## src/rtl/acc_burst_arbiter_if.sv

```systemverilog
// Signal bundle between the stream sources, acc_burst_arbiter and the accumulator.
// slave: the arbiter's view; master: the surrounding system's view.
interface acc_burst_arbiter_if #(
   parameter int DATA_W = 32,
   parameter int LEN_W  = 8
);
   logic [LEN_W-1:0]  i_cfg_len;
   logic              i_req0_valid;
   logic [DATA_W-1:0] i_req0_data;
   logic              o_req0_ready;
   logic              i_req1_valid;
   logic [DATA_W-1:0] i_req1_data;
   logic              o_req1_ready;
   logic [DATA_W-1:0] o_acc_data;
   logic              o_acc_valid;
   logic [DATA_W-1:0] i_acc_data;
   logic              i_acc_valid;
   logic [DATA_W-1:0] o_result;
   logic              o_result_src;
   logic              o_result_valid;
   logic              i_result_ack;
   logic              o_intr;
   logic              o_err;
   logic              o_busy;
   logic [1:0]        o_dbg_state;

   modport slave (
      input  i_cfg_len,
      input  i_req0_valid, i_req0_data,
      output o_req0_ready,
      input  i_req1_valid, i_req1_data,
      output o_req1_ready,
      output o_acc_data, o_acc_valid,
      input  i_acc_data, i_acc_valid,
      output o_result, o_result_src, o_result_valid,
      input  i_result_ack,
      output o_intr, o_err, o_busy, o_dbg_state
   );

   modport master (
      output i_cfg_len,
      output i_req0_valid, i_req0_data,
      input  o_req0_ready,
      output i_req1_valid, i_req1_data,
      input  o_req1_ready,
      input  o_acc_data, o_acc_valid,
      output i_acc_data, i_acc_valid,
      input  o_result, o_result_src, o_result_valid,
      output i_result_ack,
      input  o_intr, o_err, o_busy, o_dbg_state
   );
endinterface

```

## src/rtl/acc_burst_arbiter.sv

```systemverilog
// Round-robin burst arbiter feeding one accumulator from two requester streams.
// Optional macro ACC_RESULT_CHECK_EN adds a shadow sum that flags accumulator mismatches.
module acc_burst_arbiter #(
   parameter int DATA_W = 32,
   parameter int LEN_W  = 8
) (
   input logic                i_clk,
   input logic                i_rst,
   acc_burst_arbiter_if.slave bus
);

   typedef enum logic [1:0] {
      IDLE = 2'd0,
      RUN  = 2'd1,
      CAPT = 2'd2,
      DONE = 2'd3
   } state_t;

   state_t            state_q, state_d;
   logic              grant_q, grant_d;
   logic              ptr_q, ptr_d;
   logic [LEN_W-1:0]  len_q, len_d;
   logic [LEN_W-1:0]  cnt_q, cnt_d;
   logic              acc_valid_q, acc_valid_d;
   logic [DATA_W-1:0] acc_data_q, acc_data_d;
   logic [DATA_W-1:0] result_q, result_d;
   logic              src_q, src_d;
   logic              rvalid_q, rvalid_d;
   logic              intr_q, intr_d;
   logic              err_q, err_d;

   logic              run_open;
   logic              g_valid;
   logic [DATA_W-1:0] g_data;
   logic              arb_sel;
   logic              beat_accept;
   logic              chk_mismatch;

   // Handshake: a beat transfers on a cycle where reqN_valid and reqN_ready are both
   // high; ready depends only on state/count, never on valid, and only the granted side opens.
   assign run_open     = (state_q == RUN) && (cnt_q < len_q);
   assign g_valid      = grant_q ? bus.i_req1_valid : bus.i_req0_valid;
   assign g_data       = grant_q ? bus.i_req1_data  : bus.i_req0_data;
   assign beat_accept  = run_open && g_valid;
   assign arb_sel      = (bus.i_req0_valid && bus.i_req1_valid) ? ~ptr_q : bus.i_req1_valid;

`ifdef ACC_RESULT_CHECK_EN
   logic [DATA_W-1:0] shadow_q;

   // Cleared throughout IDLE so every granted burst starts from zero.
   always_ff @(posedge i_clk or negedge i_rst) begin
      if (!i_rst) begin
         shadow_q <= '0;
      end else if (state_q == IDLE) begin
         shadow_q <= '0;
      end else if (beat_accept) begin
         shadow_q <= shadow_q + g_data;
      end
   end

   assign chk_mismatch = (bus.i_acc_data != shadow_q);
`else
   assign chk_mismatch = 1'b0;
`endif

   always_ff @(posedge i_clk or negedge i_rst) begin
      if (!i_rst) begin
         state_q     <= IDLE;
         grant_q     <= 1'b0;
         ptr_q       <= 1'b1;
         len_q       <= '0;
         cnt_q       <= '0;
         acc_valid_q <= 1'b0;
         acc_data_q  <= '0;
         result_q    <= '0;
         src_q       <= 1'b0;
         rvalid_q    <= 1'b0;
         intr_q      <= 1'b0;
         err_q       <= 1'b0;
      end else begin
         state_q     <= state_d;
         grant_q     <= grant_d;
         ptr_q       <= ptr_d;
         len_q       <= len_d;
         cnt_q       <= cnt_d;
         acc_valid_q <= acc_valid_d;
         acc_data_q  <= acc_data_d;
         result_q    <= result_d;
         src_q       <= src_d;
         rvalid_q    <= rvalid_d;
         intr_q      <= intr_d;
         err_q       <= err_d;
      end
   end

   always_comb begin
      state_d     = state_q;
      grant_d     = grant_q;
      ptr_d       = ptr_q;
      len_d       = len_q;
      cnt_d       = cnt_q;
      acc_valid_d = 1'b0;
      acc_data_d  = acc_data_q;
      result_d    = result_q;
      src_d       = src_q;
      rvalid_d    = rvalid_q;
      intr_d      = 1'b0;
      err_d       = 1'b0;

      unique case (state_q)
         IDLE: begin
            if ((bus.i_cfg_len != '0) && (bus.i_req0_valid || bus.i_req1_valid)) begin
               grant_d = arb_sel;
               len_d   = bus.i_cfg_len;
               cnt_d   = '0;
               state_d = RUN;
            end
         end
         RUN: begin
            if (beat_accept) begin
               acc_valid_d = 1'b1;
               acc_data_d  = g_data;
               cnt_d       = cnt_q + 1'b1;
            end else if (cnt_q == len_q) begin
               state_d = CAPT;
            end else if (cnt_q != '0) begin
               // A gap after the first beat breaks the contiguous burst.
               err_d   = 1'b1;
               ptr_d   = grant_q;
               state_d = IDLE;
            end
         end
         CAPT: begin
            if (bus.i_acc_valid) begin
               result_d = bus.i_acc_data;
               src_d    = grant_q;
               rvalid_d = 1'b1;
               intr_d   = 1'b1;
               err_d    = chk_mismatch;
               ptr_d    = grant_q;
               state_d  = DONE;
            end else begin
               err_d   = 1'b1;
               state_d = IDLE;
            end
         end
         DONE: begin
            if (bus.i_result_ack) begin
               rvalid_d = 1'b0;
               state_d  = IDLE;
            end
         end
         default: state_d = IDLE;
      endcase
   end

   assign bus.o_req0_ready   = run_open && !grant_q;
   assign bus.o_req1_ready   = run_open && grant_q;
   assign bus.o_acc_valid    = acc_valid_q;
   assign bus.o_acc_data     = acc_data_q;
   assign bus.o_result       = result_q;
   assign bus.o_result_src   = src_q;
   assign bus.o_result_valid = rvalid_q;
   assign bus.o_intr         = intr_q;
   assign bus.o_err          = err_q;
   assign bus.o_busy         = (state_q != IDLE);
   assign bus.o_dbg_state    = state_q;

endmodule

```

## src/flat_wrapper.sv

```systemverilog
// flat-port wrapper written by rule: the top's interface ports become plain ports
module acc_burst_arbiter_flat 
#(
   parameter int DATA_W = 32,
   parameter int LEN_W  = 8
)
  (i_clk, i_rst, bus_i_cfg_len, bus_i_req0_valid, bus_i_req0_data, bus_o_req0_ready, bus_i_req1_valid, bus_i_req1_data, bus_o_req1_ready, bus_o_acc_data, bus_o_acc_valid, bus_i_acc_data, bus_i_acc_valid, bus_o_result, bus_o_result_src, bus_o_result_valid, bus_i_result_ack, bus_o_intr, bus_o_err, bus_o_busy, bus_o_dbg_state);
  acc_burst_arbiter_if #(.DATA_W(DATA_W), .LEN_W(LEN_W)) bus_i ();
  input logic i_clk;
  input logic i_rst;
  input wire logic [$bits(bus_i.i_cfg_len)-1:0] bus_i_cfg_len;
  input wire logic [$bits(bus_i.i_req0_valid)-1:0] bus_i_req0_valid;
  input wire logic [$bits(bus_i.i_req0_data)-1:0] bus_i_req0_data;
  output wire logic [$bits(bus_i.o_req0_ready)-1:0] bus_o_req0_ready;
  input wire logic [$bits(bus_i.i_req1_valid)-1:0] bus_i_req1_valid;
  input wire logic [$bits(bus_i.i_req1_data)-1:0] bus_i_req1_data;
  output wire logic [$bits(bus_i.o_req1_ready)-1:0] bus_o_req1_ready;
  output wire logic [$bits(bus_i.o_acc_data)-1:0] bus_o_acc_data;
  output wire logic [$bits(bus_i.o_acc_valid)-1:0] bus_o_acc_valid;
  input wire logic [$bits(bus_i.i_acc_data)-1:0] bus_i_acc_data;
  input wire logic [$bits(bus_i.i_acc_valid)-1:0] bus_i_acc_valid;
  output wire logic [$bits(bus_i.o_result)-1:0] bus_o_result;
  output wire logic [$bits(bus_i.o_result_src)-1:0] bus_o_result_src;
  output wire logic [$bits(bus_i.o_result_valid)-1:0] bus_o_result_valid;
  input wire logic [$bits(bus_i.i_result_ack)-1:0] bus_i_result_ack;
  output wire logic [$bits(bus_i.o_intr)-1:0] bus_o_intr;
  output wire logic [$bits(bus_i.o_err)-1:0] bus_o_err;
  output wire logic [$bits(bus_i.o_busy)-1:0] bus_o_busy;
  output wire logic [$bits(bus_i.o_dbg_state)-1:0] bus_o_dbg_state;
  assign bus_i.i_cfg_len = bus_i_cfg_len;
  assign bus_i.i_req0_valid = bus_i_req0_valid;
  assign bus_i.i_req0_data = bus_i_req0_data;
  assign bus_o_req0_ready = bus_i.o_req0_ready;
  assign bus_i.i_req1_valid = bus_i_req1_valid;
  assign bus_i.i_req1_data = bus_i_req1_data;
  assign bus_o_req1_ready = bus_i.o_req1_ready;
  assign bus_o_acc_data = bus_i.o_acc_data;
  assign bus_o_acc_valid = bus_i.o_acc_valid;
  assign bus_i.i_acc_data = bus_i_acc_data;
  assign bus_i.i_acc_valid = bus_i_acc_valid;
  assign bus_o_result = bus_i.o_result;
  assign bus_o_result_src = bus_i.o_result_src;
  assign bus_o_result_valid = bus_i.o_result_valid;
  assign bus_i.i_result_ack = bus_i_result_ack;
  assign bus_o_intr = bus_i.o_intr;
  assign bus_o_err = bus_i.o_err;
  assign bus_o_busy = bus_i.o_busy;
  assign bus_o_dbg_state = bus_i.o_dbg_state;
  acc_burst_arbiter #(.DATA_W(DATA_W), .LEN_W(LEN_W)) u_core (.i_clk(i_clk), .i_rst(i_rst), .bus(bus_i));
endmodule
```

## config.mk

```make
export PLATFORM = sky130hd
export DESIGN_NAME = acc_burst_arbiter_flat
export DESIGN_NICKNAME = d
export VERILOG_FILES = /design/src/rtl/acc_burst_arbiter_if.sv /design/src/rtl/acc_burst_arbiter.sv /design/src/flat_wrapper.sv
export SDC_FILE = /design/constraint.sdc
export NUM_CORES = 1
export LEC_CHECK = 0
export CELL_PAD_IN_SITES_DETAIL_PLACEMENT = 0
export CELL_PAD_IN_SITES_GLOBAL_PLACEMENT = 2
export CORE_MARGIN = 2
export CORE_UTILIZATION = 23
export CTS_CLUSTER_SIZE = 30
export DETAILED_ROUTE_END_ITERATION = 6
export PLACE_DENSITY_LB_ADDON = 0.25
export SLEW_MARGIN = 25
export SYNTH_ARGS = -nofsm -noshare
export SYNTH_HDL_FRONTEND = slang
export SYNTH_SLANG_ARGS = --single-unit
```

## constraint.sdc

```tcl
create_clock -name i_clk -period 2 [get_ports i_clk]
set_clock_uncertainty 0.05 [all_clocks]
set_input_delay 0.4 -clock i_clk [delete_from_list [all_inputs] [get_ports i_clk]]
set_output_delay 0.4 -clock i_clk [all_outputs]
set_load 0.01 [all_outputs]
```

# Word level (Yosys, flattened, before mapping)
# Index checks and enable logic that the tools add are counted.
# word_totals
register_bits,89
inputBits,110
wordCells,79
# op_classes
magnitude_cmp,1
eq_ne,12
bitwise_logic,1
mux,30
reduce_logical,22
add_sub_neg,1
# op_table
op,count
$mux W32,1
$mux W1,16
$mux W8,2
$pmux W8 S2,1
$reduce_bool A8 Y1,2
$mux W2,6
$ne A2 B2 Y1 const B,5
$add A8 B1 Y8 const B,1
$eq A8 B8 Y1,1
$lt A8 B8 Y1,1
$pmux W2 S4,1
$reduce_bool A2 Y1,4
$logic_and A1 B1 Y1,6
$pmux W1 S2,3
$reduce_and A2 Y1,3
$reduce_and A3 Y1,2
$reduce_and A5 Y1,1
$eq A2 B2 Y1 const B,2
$ne A2 B1 Y1 const B,2
$reduce_and A4 Y1,1
$ne A3 B3 Y1 const B,1
$eq A2 B1 Y1 const B,1
$logic_not A2 Y1,1
$logic_not A1 Y1,1
other kinds (2),2

# Longest topological paths before layout
# depth
word_depth,5
ltp_mapped,10

# Worst setup path before layout
# Ideal clock, no wire load.
# synth_timing
path_kind,register to register
from,register u_core.cnt_q[5]
to,register u_core.cnt_q[6]
slack_ns,-0.196
path_buffers,1
t_required_ns,1.824
stages_incl_launch_ff,10
t_arrival_ns,2.020
setup_time_ns,0.126
path_cell_list,dfrtp_1 -> ha_1 -> a21oi_2 -> nor2_1 -> a2111oi_4 -> nand3_4 -> inv_2 -> buf_4 -> nand3_1 -> a221o_1
# synth_via
elab_chain_len,5
elab_cells_between_ends,8
# synth_rtl
element,line_no,text
from (decl),acc_burst_arbiter.sv:23,"logic [LEN_W-1:0] cnt_q, cnt_d;"
from (signal assigned),acc_burst_arbiter.sv:85,cnt_q <= cnt_d;
$lt A8 B8 Y1,acc_burst_arbiter.sv:41,assign run_open = (state_q == RUN) && (cnt_q < len_q);
$logic_and A1 B1 Y1,acc_burst_arbiter.sv:41,
$logic_and A1 B1 Y1,acc_burst_arbiter.sv:44,assign beat_accept = run_open && g_valid;
$ne A2 B1 Y1 (no line),-,
$reduce_and A3 Y1 (no line),-,
# Parallel ways exist; a longest one is shown, timed or not. The select of a mux whose other input is x is not followed.
# A chain may end at the register's enable or synchronous reset.

# Worst setup path in the final report
# layout_timing
from,register u_core.cnt_q[1]
to,output port bus_o_req1_ready
# layout_via
elab_chain_len,3
# layout_rtl
element,line_no,text
$lt A8 B8 Y1,acc_burst_arbiter.sv:41,
$logic_and A1 B1 Y1,acc_burst_arbiter.sv:41,
$logic_and A1 B1 Y1,acc_burst_arbiter.sv:158,assign bus.o_req1_ready = run_open && grant_q;
to (decl),flat_wrapper.sv:17,output wire logic [$bits(bus_i.o_req1_ready)-1:0] bus_o_req1_ready;
# No other way between the ends.

==> results.ini <==
[cells_and_area]
fin_nets = 749
drive_gt1_share_pct = 34.6
multi_input_area_um2 = 2240
regArea_um2 = 2230
final_cell_mix = clkdlybuf4s50_1 (179), dfrtp_1 (86), buf_4 (44), mux2_2 (35), mux2i_1 (32)
antenna_cells = 0
final.fill_count = 1688
mostFrequentLayoutCell = clkdlybuf4s50_1
synthToLayoutAreaGrowth_pct = 87.8

[min_path]
hold_start = u_core.bus.o_acc_data[3]
min_path_type = reg2reg
holdPathStages = 2
hold_path_end = u_core.bus.o_acc_data[3]

[grt]
grt_antenna_before_repair = 0
grt_pass1_vias = 3816
met3_usage_pct = 3.66
grt_first_pass_wirelength_um = 21100
grtUsageMet1_pct = 17.2
met2_usage_pct = 23.4
grt_util_all_layers_pct = 13.9
grt-busiest-layer = met2
gr-total-overflow = 0
grt_max_degree = 35

[power_and_ir_drop]
switching_power_w = 0.00413
combPwrFrac_pct = 58.7
swShare_pct = 36.1
clockPowerShare_pct = 14.3
p_leak_nw = 3.45
pwr-share-seq_pct = 27.0
powerDensity_nw_per_um2 = 1460
p_int_w = 0.00731
ir_worst_vdd_mv = 0.581

[sta]
worst_pin_slew_ps = 584
post-route-period-util_pct = 118
rsz0062_at_grt = yes
setup_tns_ps = -6160
slew_violations = 0
max_freq_ghz = 0.423
finalHoldViolCount = 0
worst_hold_slack_ps = 440
max_slew_margin_pct = 61.0
final.min_clock_period_ps = 2360
setup_slack_ps = -363
finalSetupViolations = 45

[run_status]
status = finished, violations left
violations = negative setup slack

[synthesis]
synth_edf_count = 0
ys.flop_type = dfrtp_1
synth_cells = 372
synthArstFlopShare_pct = 100
ys_types = 43
synth_nets = 496
ys_seq_area_share_pct = 53.4
synth_area_um2 = 4170
ys_warn_count = 0
synth_area_per_cell_um2 = 11.2
ys_ff_latch = 89

[detailed_routing]
vias = 3757
remaining_drc_errors = 0
first_pass_iters = 4
drt_iter0_drc = 148
routed_wl_um = 13600
ant_nets = 0
viasPerCell = 4.37
wl_per_cell_um = 15.8

[die]
row_count = 49
die_area_um2 = 19200
start_util_pct = 23.3
die_w_um = 139
core_um2 = 17900
io_pins = 184
dieHeight_um = 139

[cts]
clock_latency_ps = 350
root_buffer = clkbuf_16
cts.sinks = 89
cts_made_buffers = 9
cts_tree = done
cts_buffer_depth = 2
path_clk_slew_ps = 70
htreeDepth = 3

[critical_path]
endpoint_kind = output pin
worstReg2RegStart = u_core.cnt_q[1]
slowest_stage = dfrtp_1
critPathMaxFanout = 2
critPathRequiredTime_ps = 1550
crit_type = reg2out
cp_data_arrival_time_ps = 1910
reg2reg_slack_ps = -260
start_kind = flip-flop
worstReg2RegEnd = u_core.ptr_q
cp_slowest_stage_delay_ps = 410
path_cells = ha_4 -> nor2b_4 -> o211ai_1 -> a21o_1 -> nand2_2 -> buf_6 -> nor2_2 -> buf_2
rr_worst_depth = 11

[placement]
place_congestion = 0.763
pre_cts_slack_ps = -403
hpwl_um = 9320
portBuffers = 183

[run]
max_cap_violations = 0

-- area by class of cell --
| cell class | instances | area share (%) |
|---|---|---|
| clock inverters | 5 | 0.511 |
| flip-flops and latches | 89 | 28.5 |
| clock buffers | 11 | 3.10 |
| multi-input cells | 248 | 28.6 |
| repair buffers | 261 | 34.7 |
| inverters | 16 | 0.974 |
| well taps | 229 | 3.65 |
-- worst max-delay path: cells and delay by family (launching register included) --
family / cells / cell delay [ps]
simple gates: 3 / 280
flops: 1 / 410
fa+ha+maj: 1 / 260
compound gates: 2 / 360
buf+inv: 2 / 260
-- what timing repair did --
item                                    in CTS  in global routing
resized for setup                           58                130
pin swaps                                   18                 42
buffers inserted                            20                 15
endpoints found under the hold margin       32                  0
hold buffers                                 1                  0
gates cloned                                 3                  4
endpoints found under the setup margin      47                 48
-- cell families (layout without fill, tap and decap cells) --
group / after synthesis / after routing / synth area share [%]
simple gates: 100 / 100 / 11.5
flops: 89 / 89 / 53.4
mux: 68 / 68 / 17.4
compound gates: 66 / 66 / 9.98
buf+inv: 35 / 293 / 3.57
fa+ha+maj: 14 / 14 / 4.20
-- power by group through the flow --
stage / Combinational, W / Sequential (W) / Clock, W
global route: 0.00721 / 0.00319 / 0.00177
detailed placement: 0.00478 / 0.00300 / 0
floorplan: 0.00197 / 0.00328 / 0
global placement: 0.00473 / 0.00298 / 0
finish: 0.00671 / 0.00309 / 0.00164
CTS: 0.00569 / 0.00298 / 0.00170
-- metal layers --
metal / up-vias / wire [um]
li1: 1830 / -
met1: 1804 / 5920
met2: 110 / 6780
met3: 13 / 665
met4: 0 / 207
met5: - / 0
-- Yosys cell counts, types with 2 or more instances --
library cell / instances / share of area [%]
dfrtp_1: 88 / 53
nand2_1: 52 / 4.7
o21ai_0: 43 / 5.2
mux2_2: 36 / 9.7
mux2i_1: 32 / 7.7
inv_1: 15 / 1.3
ha_1: 14 / 4.2
clkbuf_1: 10 / 0.90
nor2_1: 10 / 0.90
nand3_1: 9 / 1.1
buf_2: 5 / 0.60
and2_1: 4 / 0.60
a21oi_1: 3 / 0.36
a21oi_2: 3 / 0.63
and3_1: 3 / 0.45
buf_4: 3 / 0.54
nand4_1: 3 / 0.45
nor4_1: 3 / 0.45
or3_1: 3 / 0.45
or4_1: 3 / 0.54
a211oi_1: 2 / 0.36
a221o_1: 2 / 0.48
and4_1: 2 / 0.42
nand2b_1: 2 / 0.30
nor2b_1: 2 / 0.30
nor3_1: 2 / 0.24
o211ai_1: 2 / 0.36
-- worst max-delay path by stage --
| stage | cells past startpoint | startpoint | slack [ps] | endpoint |
|---|---|---|---|---|
| final | 8 | u_core.cnt_q[1] | -360 | bus_o_req1_ready |
| after global routing | 9 | u_core.len_q[5] | -450 | bus_o_req1_ready |
| after CTS | 9 | u_core.len_q[1] | -380 | bus_o_req1_ready |
| after detailed placement | 8 | u_core.len_q[5] | -400 | bus_o_req1_ready |
| after global placement | 8 | u_core.len_q[5] | -390 | bus_o_req1_ready |
| after floorplan | 8 | u_core.bus.o_dbg_state[1] | -90 | u_core.cnt_q[5] |
-- state kept, by name (all words and copies together) (netlist names) --
signal,cells
u_core.bus.o_result_valid,1
u_core.bus.o_acc_valid,1
u_core.cnt_q,8
u_core.grant_q,1
u_core.ptr_q,1
u_core.bus.o_result,32
u_core.len_q,8
u_core.bus.o_acc_data,32
u_core.bus.o_err,1
u_core.bus.o_dbg_state,2
u_core.bus.o_intr,1
u_core.bus.o_result_src,1
-- stage by stage --
stage               cells  area, um2  total power, W  util (%)
finish                859       7840          0.0114      43.8
floorplan             372       4230         0.00525         -
global placement      809       6620         0.00771      37.0
detailed placement    809       6620         0.00778      37.0
global route          859       7840          0.0122      43.8
CTS                   846       7300          0.0104      40.8
No activity file was read; power rests on OpenSTA's default activity.
